### config.mk
export PLATFORM = sky130hd
export DESIGN_NAME = alu_op_sequencer
export DESIGN_NICKNAME = d
export VERILOG_FILES = /design/src/rtl/alu_pkg.sv /design/src/rtl/alu_iter_unit.sv /design/src/rtl/alu_op_sequencer.sv
export SDC_FILE = /design/constraint.sdc
export NUM_CORES = 1
export LEC_CHECK = 0
export CORE_MARGIN = 8
export CORE_UTILIZATION = 34
export CTS_CLUSTER_SIZE = 30
export DETAILED_ROUTE_END_ITERATION = 16
export GPL_TIMING_DRIVEN = 0
export HOLD_SLACK_MARGIN = 0.15
export SLEW_MARGIN = 20
export SYNTH_ARGS = -nofsm -noshare
export SYNTH_HDL_FRONTEND = slang
export SYNTH_SLANG_ARGS = --single-unit
### constraint.sdc
create_clock -name clk -period 2.7 [get_ports clk]
set_input_delay 0.54 -clock clk [delete_from_list [all_inputs] [get_ports clk]]
set_output_delay 0.54 -clock clk [all_outputs]
set_load 0.01 [all_outputs]
### src/rtl/alu_pkg.sv
// rtl/alu_pkg.sv - shared widths, op-codes and FSM encoding for the ALU op sequencer
package alu_pkg;

    localparam int ALU_W  = 4;
    localparam int ALU_RW = 2 * ALU_W;

    localparam logic [2:0] OP_ADD  = 3'd0;
    localparam logic [2:0] OP_SUB  = 3'd1;
    localparam logic [2:0] OP_MUL  = 3'd2;
    localparam logic [2:0] OP_DIV  = 3'd3;
    localparam logic [2:0] OP_AND  = 3'd4;
    localparam logic [2:0] OP_PASS = 3'd5;

    typedef enum logic [1:0] {
        ST_IDLE = 2'd0,
        ST_EXEC = 2'd1,
        ST_RESP = 2'd2
    } state_e;

endpackage

### src/rtl/alu_iter_unit.sv
// rtl/alu_iter_unit.sv - W-step shift-add multiplier / restoring divider datapath
module alu_iter_unit #(
    parameter int W  = 4,
    parameter int RW = 2 * W
) (
    input  logic          clk,
    input  logic          rst,
    input  logic          start_i,
    input  logic          step_i,
    input  logic          div_i,
    input  logic [W-1:0]  a_i,
    input  logic [W-1:0]  b_i,
    output logic          last_o,
    output logic [RW-1:0] result_o
);

    localparam int CW = (W > 1) ? $clog2(W) : 1;

    logic          div_q;
    logic [RW-1:0] acc_q, acc_d;
    logic [RW-1:0] mcand_q;
    logic [W-1:0]  sh_q;
    logic [W-1:0]  rem_q, rem_d;
    logic [W-1:0]  quo_d;
    logic [W-1:0]  dvs_q;
    logic [CW-1:0] cnt_q;
    logic [W:0]    rem_sh;
    logic [W:0]    diff;

    // result_o is the value after the step taken on this edge, so the
    // sequencer can capture the final answer on the W-th step itself.
    always_comb begin
        acc_d  = acc_q + (sh_q[0] ? mcand_q : '0);
        rem_sh = {rem_q, sh_q[W-1]};
        diff   = rem_sh - {1'b0, dvs_q};
        if (!diff[W]) begin
            rem_d = diff[W-1:0];
            quo_d = {sh_q[W-2:0], 1'b1};
        end else begin
            rem_d = rem_sh[W-1:0];
            quo_d = {sh_q[W-2:0], 1'b0};
        end
        result_o = div_q ? {rem_d, quo_d} : acc_d;
        last_o   = (cnt_q == CW'(W - 1));
    end

    always_ff @(posedge clk) begin
        if (rst) begin
            div_q   <= 1'b0;
            acc_q   <= '0;
            mcand_q <= '0;
            sh_q    <= '0;
            rem_q   <= '0;
            dvs_q   <= '0;
            cnt_q   <= '0;
        end else if (start_i) begin
            div_q   <= div_i;
            acc_q   <= '0;
            mcand_q <= {{(RW-W){1'b0}}, a_i};
            sh_q    <= div_i ? a_i : b_i;
            rem_q   <= '0;
            dvs_q   <= b_i;
            cnt_q   <= '0;
        end else if (step_i) begin
            cnt_q <= cnt_q + 1'b1;
            if (div_q) begin
                rem_q <= rem_d;
                sh_q  <= quo_d;
            end else begin
                acc_q   <= acc_d;
                mcand_q <= mcand_q << 1;
                sh_q    <= sh_q >> 1;
            end
        end
    end

endmodule

### src/rtl/alu_op_sequencer.sv
// rtl/alu_op_sequencer.sv - command/response sequencer for the 4-bit ALU
module alu_op_sequencer
    import alu_pkg::*;
#(
    parameter int W  = ALU_W,
    parameter int RW = 2 * W
) (
    input  logic          clk,
    input  logic          rst,
    input  logic          cmd_valid,
    output logic          cmd_ready,
    input  logic [2:0]    cmd_op,
    input  logic [W-1:0]  cmd_a,
    input  logic [W-1:0]  cmd_b,
    output logic          rsp_valid,
    input  logic          rsp_ready,
    output logic [RW-1:0] rsp_result,
    output logic          rsp_err,
    output logic          busy
);

    state_e        state_q, state_d;
    logic [2:0]    op_q;
    logic [W-1:0]  a_q, b_q;
    logic [RW-1:0] result_q, result_d;
    logic          err_q, err_d;
    logic [RW-1:0] single_res;
    logic          accept, div_zero, iterative;
    logic          iter_last;
    logic [RW-1:0] iter_result;

    assign cmd_ready  = (state_q == ST_IDLE);
    assign busy       = (state_q != ST_IDLE);
    assign rsp_valid  = (state_q == ST_RESP);
    assign rsp_result = result_q;
    assign rsp_err    = err_q;
    assign accept     = cmd_valid && cmd_ready;
    assign div_zero   = (op_q == OP_DIV) && (b_q == '0);
    assign iterative  = (op_q == OP_MUL) || ((op_q == OP_DIV) && !div_zero);

    alu_iter_unit #(.W(W), .RW(RW)) u_iter (
        .clk      (clk),
        .rst      (rst),
        .start_i  (accept),
        .step_i   ((state_q == ST_EXEC) && iterative),
        .div_i    (cmd_op == OP_DIV),
        .a_i      (cmd_a),
        .b_i      (cmd_b),
        .last_o   (iter_last),
        .result_o (iter_result)
    );

    always_comb begin
        single_res = '0;
        case (op_q)
            OP_ADD:  single_res = {{(RW-W){1'b0}}, a_q} + {{(RW-W){1'b0}}, b_q};
            OP_SUB:  single_res = {{(RW-W){1'b0}}, a_q} - {{(RW-W){1'b0}}, b_q};
            OP_AND:  single_res = {{(RW-W){1'b0}}, a_q & b_q};
            OP_DIV:  single_res = '1;
            OP_MUL:  single_res = '0;
            default: single_res = {b_q, a_q};
        endcase
    end

    always_comb begin
        state_d  = state_q;
        result_d = result_q;
        err_d    = err_q;
        case (state_q)
            ST_IDLE: if (accept) state_d = ST_EXEC;
            ST_EXEC: begin
                if (!iterative || iter_last) begin
                    result_d = iterative ? iter_result : single_res;
                    err_d    = div_zero;
                    state_d  = ST_RESP;
                end
            end
            ST_RESP: begin
                if (rsp_ready) begin
                    err_d   = 1'b0;
                    state_d = ST_IDLE;
                end
            end
            default: state_d = ST_IDLE;
        endcase
    end

    always_ff @(posedge clk) begin
        if (rst) begin
            state_q  <= ST_IDLE;
            op_q     <= '0;
            a_q      <= '0;
            b_q      <= '0;
            result_q <= '0;
            err_q    <= 1'b0;
        end else begin
            state_q  <= state_d;
            result_q <= result_d;
            err_q    <= err_d;
            if (accept) begin
                op_q <= cmd_op;
                a_q  <= cmd_a;
                b_q  <= cmd_b;
            end
        end
    end

endmodule

==> run summary <==
Among all flip-flop cells after synthesis, the most frequent one is sky130_fd_sc_hd__dfxtp_1. Fraction of power consumed by sequential logic: 0.458. The fraction of final layout cells sized beyond drive strength 1 came out at 0.0650. The clock passes through at most 2 buffers. The synthesized-area fraction occupied by adder cells was 0.102.

Source of the worst hold timing path: u_iter.mcand_q[4]$_SDFFE_PP0P_. The transition time at the pin with the least slew margin was 0.542 ns; the combined area of all synthesized cells was 3240 sq um. Clock tree root driver cell: sky130_fd_sc_hd__clkbuf_8. The clock reaches the later pin of the worst-skew pair after 0.31 ns. Setup violations remaining at the end of the flow were counted as 0. The final cycle utilization of the critical path is 0.942, and the I/O pin total is 27. The floorplan step defined a core boundary enclosing 9240 sq um. The tools report the synthesized instance count as 413. The run gives 0.225 as the combinational power share. The count of buffers added on input and output ports is 26. For the number of antenna violations at the first check in global routing, the log shows 0. CTS saw 49 sinks.

Required time of the worst setup path: 2.89 ns. The multiplexer area fraction after synthesis is 0.0347. The run finished with clean final reports.

Cell internal power was estimated by the tool at 1.20 mW. The combined global-route utilization of all metal layers came out at 0.140. On the final layout, the worst clock skew is 0.0100 ns. In the routed design, unresolved DRC markers number 0.

The run gives 0.317 as the clock group share of total power. Clock-pin slew was measured on the worst setup and hold paths at 0.10 ns. The tools report the overall die area as 12900 sq um.

Classification of the worst setup path: flip-flop to flip-flop. In this run the critical register-to-register path is launched from u_iter.dvs_q[0]$_SDFFE_PP0P_. For this block, the via count after detailed routing is 3017. Number of DRC violations after detailed-routing iteration 0: 308. In this run the horizontal extent of the chip is 114 microns.

The post-synthesis sequential area ratio is 0.303. The logs give 0.638 for the worst slew margin relative to its limit and 568 for the number of instances in the placed design. Entering global routing, the biggest net connects 16 pins.

Detailed placement ended at an HPWL of 7.03 mm. The setup TNS is 0 ns. After synthesis, the mean cell area works out to 7.85 sq um.

Number of storage elements in the synthesis netlist: 49. The final layout contains 484 nets. The number of buffers and inverters on the critical path is 0. VDD sags by at most 0.000268 V. In this run the power spent charging and discharging nets is 0.538 mW.

From synthesis to final layout, the design area changed by 16.9%. In this run the worst path has a maximum fanout of 8. In the routed layout, each cell is associated on average with a via count of 5.25.

The first global-routing pass estimated 14.7 mm of wire. The min-delay analysis places its worst path in the category flip-flop to flip-flop. The fraction of the mapped netlist area in compound gates was 0.251; the area fraction in and, or, nand and nor cells after synthesis was 0.227. The switching share of total power works out to 0.310.

Effective utilization at floorplan: 0.351. Measured along the y axis, the die boundary spans 114 microns. Across the run, the number of max-cap violations was 0. In this run the number of H-tree levels came out at 2. The run gives 0.947 as the weighted congestion reported at the end of routability-driven placement.

Setup repair after global routing left no endpoint under its margin. The tools report the worst hold-check slack as 0.471 ns. The cell family with the largest share of critical-path delay is adder cells. Largest family of logic cells by synthesized area: compound AO/OA/AOI/OAI gates. TritonCTS built the clock tree. Clock tree synthesis inserted a total of 5 buffers.

The net count after synthesis was 452. The worst setup path is captured at a flip-flop. The largest single stage delay on the critical path is 0.42 ns. The worst path needs 2.54 ns of the cycle, external delays included. The final max-slew violation count is 0. The slowest cell on the critical path is sky130_fd_sc_hd__dfxtp_1.

The run gives 64 as the distinct cell type count after synthesis. Global routing finished with a remaining overflow of 0. The total inserted antenna cells is 0. The xor-xnor portion of the synthesized cell area was 0.0293.

The share of flip-flops with an asynchronous set or reset works out to 0. For the final count of hold timing violations, the log shows 0. The kind of launch point of the worst setup path is a flip-flop.

After clock tree synthesis, the setup repair step added 0 buffers. The critical path goes through ha_1 > fa_1 > nand2b_1 > a21oi_4 > xor2_4 > mux2_2 > mux2i_1 > o22ai_1. The floorplan has 35 rows.

The critical path starts at u_iter.dvs_q[0]$_SDFFE_PP0P_. The synthesis warning total was 0; the power density over the cells was 459 nW/um^2. The detail route stage leaves a number of antenna-violating nets equal to 0.

Excluding fillers, the count of instances in the completed layout stands at 575. In this run the static leakage power is 1.44 nW. Counting flops with a built-in enable in the synthesized netlist gives 0.

Timing would allow up to 0.393 GHz. The logs give 2914 for the number of global-route vias before repair and 4 for the number of iterations in the first detailed-routing pass. In the final routed layout, each cell accounts on average for 15.6 microns. At the worst endpoint, the arrival time is 2.73 ns. The final layout contains routed wiring with a total length of 8.97 mm.
## power groups by stage
stage / clock network (mW) / registers (mW) / logic [mW]
after global routing: 0.596 / 0.801 / 0.434
after global placement: 0 / 0.807 / 0.386
after detailed placement: 0 / 0.807 / 0.390
after CTS: 0.562 / 0.791 / 0.392
final: 0.551 / 0.795 / 0.391
after floorplan: 0 / 0.799 / 0.260
## kinds of logic (layout without fill, tap and decap cells)
logic type                 count (synthesis)  after routing
buffers and inverters                     42             75
and+or+nand+nor                          155            155
xor gates and xnor gates                  10             10
DFF                                       49             49
adders and majority gates                 24             24
muxes                                     11             11
AOI/OAI and AO/OA                        122            122
## path summary, 6_finish.rpt
kind	endpoint	slack (ns)	cells past startpoint
setup reg to reg	rsp_result[6]$_SDFFE_PP0P_	0.16	8
setup / recovery	rsp_result[6]$_SDFFE_PP0P_	0.16	8
hold / removal	u_iter.mcand_q[5]$_SDFFE_PP0P_	0.47	2
hold reg to reg	u_iter.mcand_q[5]$_SDFFE_PP0P_	0.47	2
## worst min-delay path, stage by stage (launching register included)
cell and delay [ns]:
sky130_fd_sc_hd__dfxtp_1 0.33, sky130_fd_sc_hd__nand2_1 0.06, sky130_fd_sc_hd__a21oi_1 0.05
## what timing repair did
item | CTS | global route
gates resized for setup | 0 | 2
setup endpoints to repair | 0 | 9
hold buffers | 0 | 0
## flip-flops by register name, summed over array words and instances, names as in the netlist
name	cells
u_iter.div_q	1
u_iter.sh_q	4
op_q	3
state_q	2
a_q	4
rsp_result	8
u_iter.acc_q	8
u_iter.mcand_q	8
u_iter.rem_q	4
u_iter.dvs_q	4
u_iter.cnt_q	2
rsp_err	1
## cells in the mapped netlist (2+ instances only)
cell type | n | share of area
sky130_fd_sc_hd__a211oi_1 | 10 | 0.023
sky130_fd_sc_hd__a21o_1 | 2 | 0.0046
sky130_fd_sc_hd__a21oi_1 | 54 | 0.083
sky130_fd_sc_hd__a221oi_1 | 2 | 0.0054
sky130_fd_sc_hd__a311oi_1 | 6 | 0.016
sky130_fd_sc_hd__a31o_1 | 2 | 0.0054
sky130_fd_sc_hd__a31oi_1 | 3 | 0.0058
sky130_fd_sc_hd__and2_1 | 9 | 0.017
sky130_fd_sc_hd__and3_1 | 3 | 0.0058
sky130_fd_sc_hd__buf_2 | 2 | 0.0031
sky130_fd_sc_hd__clkbuf_1 | 14 | 0.016
sky130_fd_sc_hd__dfxtp_1 | 49 | 0.30
sky130_fd_sc_hd__fa_1 | 4 | 0.025
sky130_fd_sc_hd__ha_1 | 20 | 0.077
sky130_fd_sc_hd__inv_1 | 23 | 0.027
sky130_fd_sc_hd__mux2_2 | 2 | 0.0069
sky130_fd_sc_hd__mux2i_1 | 9 | 0.028
sky130_fd_sc_hd__nand2_1 | 69 | 0.080
sky130_fd_sc_hd__nand2_2 | 2 | 0.0039
sky130_fd_sc_hd__nand2b_1 | 4 | 0.0077
sky130_fd_sc_hd__nand3_1 | 10 | 0.015
sky130_fd_sc_hd__nor2_1 | 28 | 0.032
sky130_fd_sc_hd__nor2b_1 | 7 | 0.014
sky130_fd_sc_hd__nor3_1 | 6 | 0.0093
sky130_fd_sc_hd__o211a_1 | 2 | 0.0062
sky130_fd_sc_hd__o211ai_1 | 3 | 0.0069
sky130_fd_sc_hd__o21a_1 | 3 | 0.0069
sky130_fd_sc_hd__o21ai_0 | 8 | 0.012
sky130_fd_sc_hd__o21ai_1 | 3 | 0.0046
sky130_fd_sc_hd__o21ai_2 | 2 | 0.0054
sky130_fd_sc_hd__o21bai_1 | 3 | 0.0069
sky130_fd_sc_hd__o221ai_1 | 2 | 0.0054
sky130_fd_sc_hd__o22ai_1 | 2 | 0.0039
sky130_fd_sc_hd__o311ai_1 | 2 | 0.0054
sky130_fd_sc_hd__o31a_1 | 3 | 0.0081
sky130_fd_sc_hd__or3_1 | 5 | 0.0097
sky130_fd_sc_hd__xnor2_1 | 6 | 0.016
sky130_fd_sc_hd__xor2_1 | 3 | 0.0081
## placed cells by master, fill, tap and decap left out, types with 8 or more instances in the layout
master,synthesis,final
sky130_fd_sc_hd__inv_1,23,23
sky130_fd_sc_hd__nand2_1,69,69
sky130_fd_sc_hd__nor2_1,28,28
sky130_fd_sc_hd__dfxtp_1,49,49
sky130_fd_sc_hd__and2_1,9,9
sky130_fd_sc_hd__clkbuf_1,14,14
sky130_fd_sc_hd__mux2i_1,9,9
sky130_fd_sc_hd__nand3_1,10,10
sky130_fd_sc_hd__clkdlybuf4s50_1,0,26
sky130_fd_sc_hd__o21ai_0,8,8
sky130_fd_sc_hd__a21oi_1,54,54
sky130_fd_sc_hd__a211oi_1,10,10
sky130_fd_sc_hd__ha_1,20,20
## metrics by stage
step	total power, mW	cell area, sq um	setup WS (ns)	util
after CTS	1.75	3770	0.0452	0.408
after global routing	1.83	3790	0.00770	0.410
after detailed placement	1.20	3660	0.0617	0.396
after floorplan	1.06	3240	0.325	-
after global placement	1.19	3660	0.0209	0.396
final	1.74	3790	0.157	0.410
## final cells by class
cell class	instances	area (sq um)
Timing Repair Buffer	26	260
Buffer	18	81.3
Clock inverter	2	38.8
Fill cell	989	5450
Multi-Input combinational cell	322	2110
Sequential cell	49	981
Tap cell	129	161
Inverter	23	86.3
Clock buffer	6	72.6
## metal layers
layer  track usage  up-vias  wire [microns]
met5             0        -               0
met4        0.0435        0             117
met3        0.0201       11             389
met2         0.228       73            4110
met1         0.186     1407            4360
li1              -     1526               -
(Power assumes the default switching activity.)
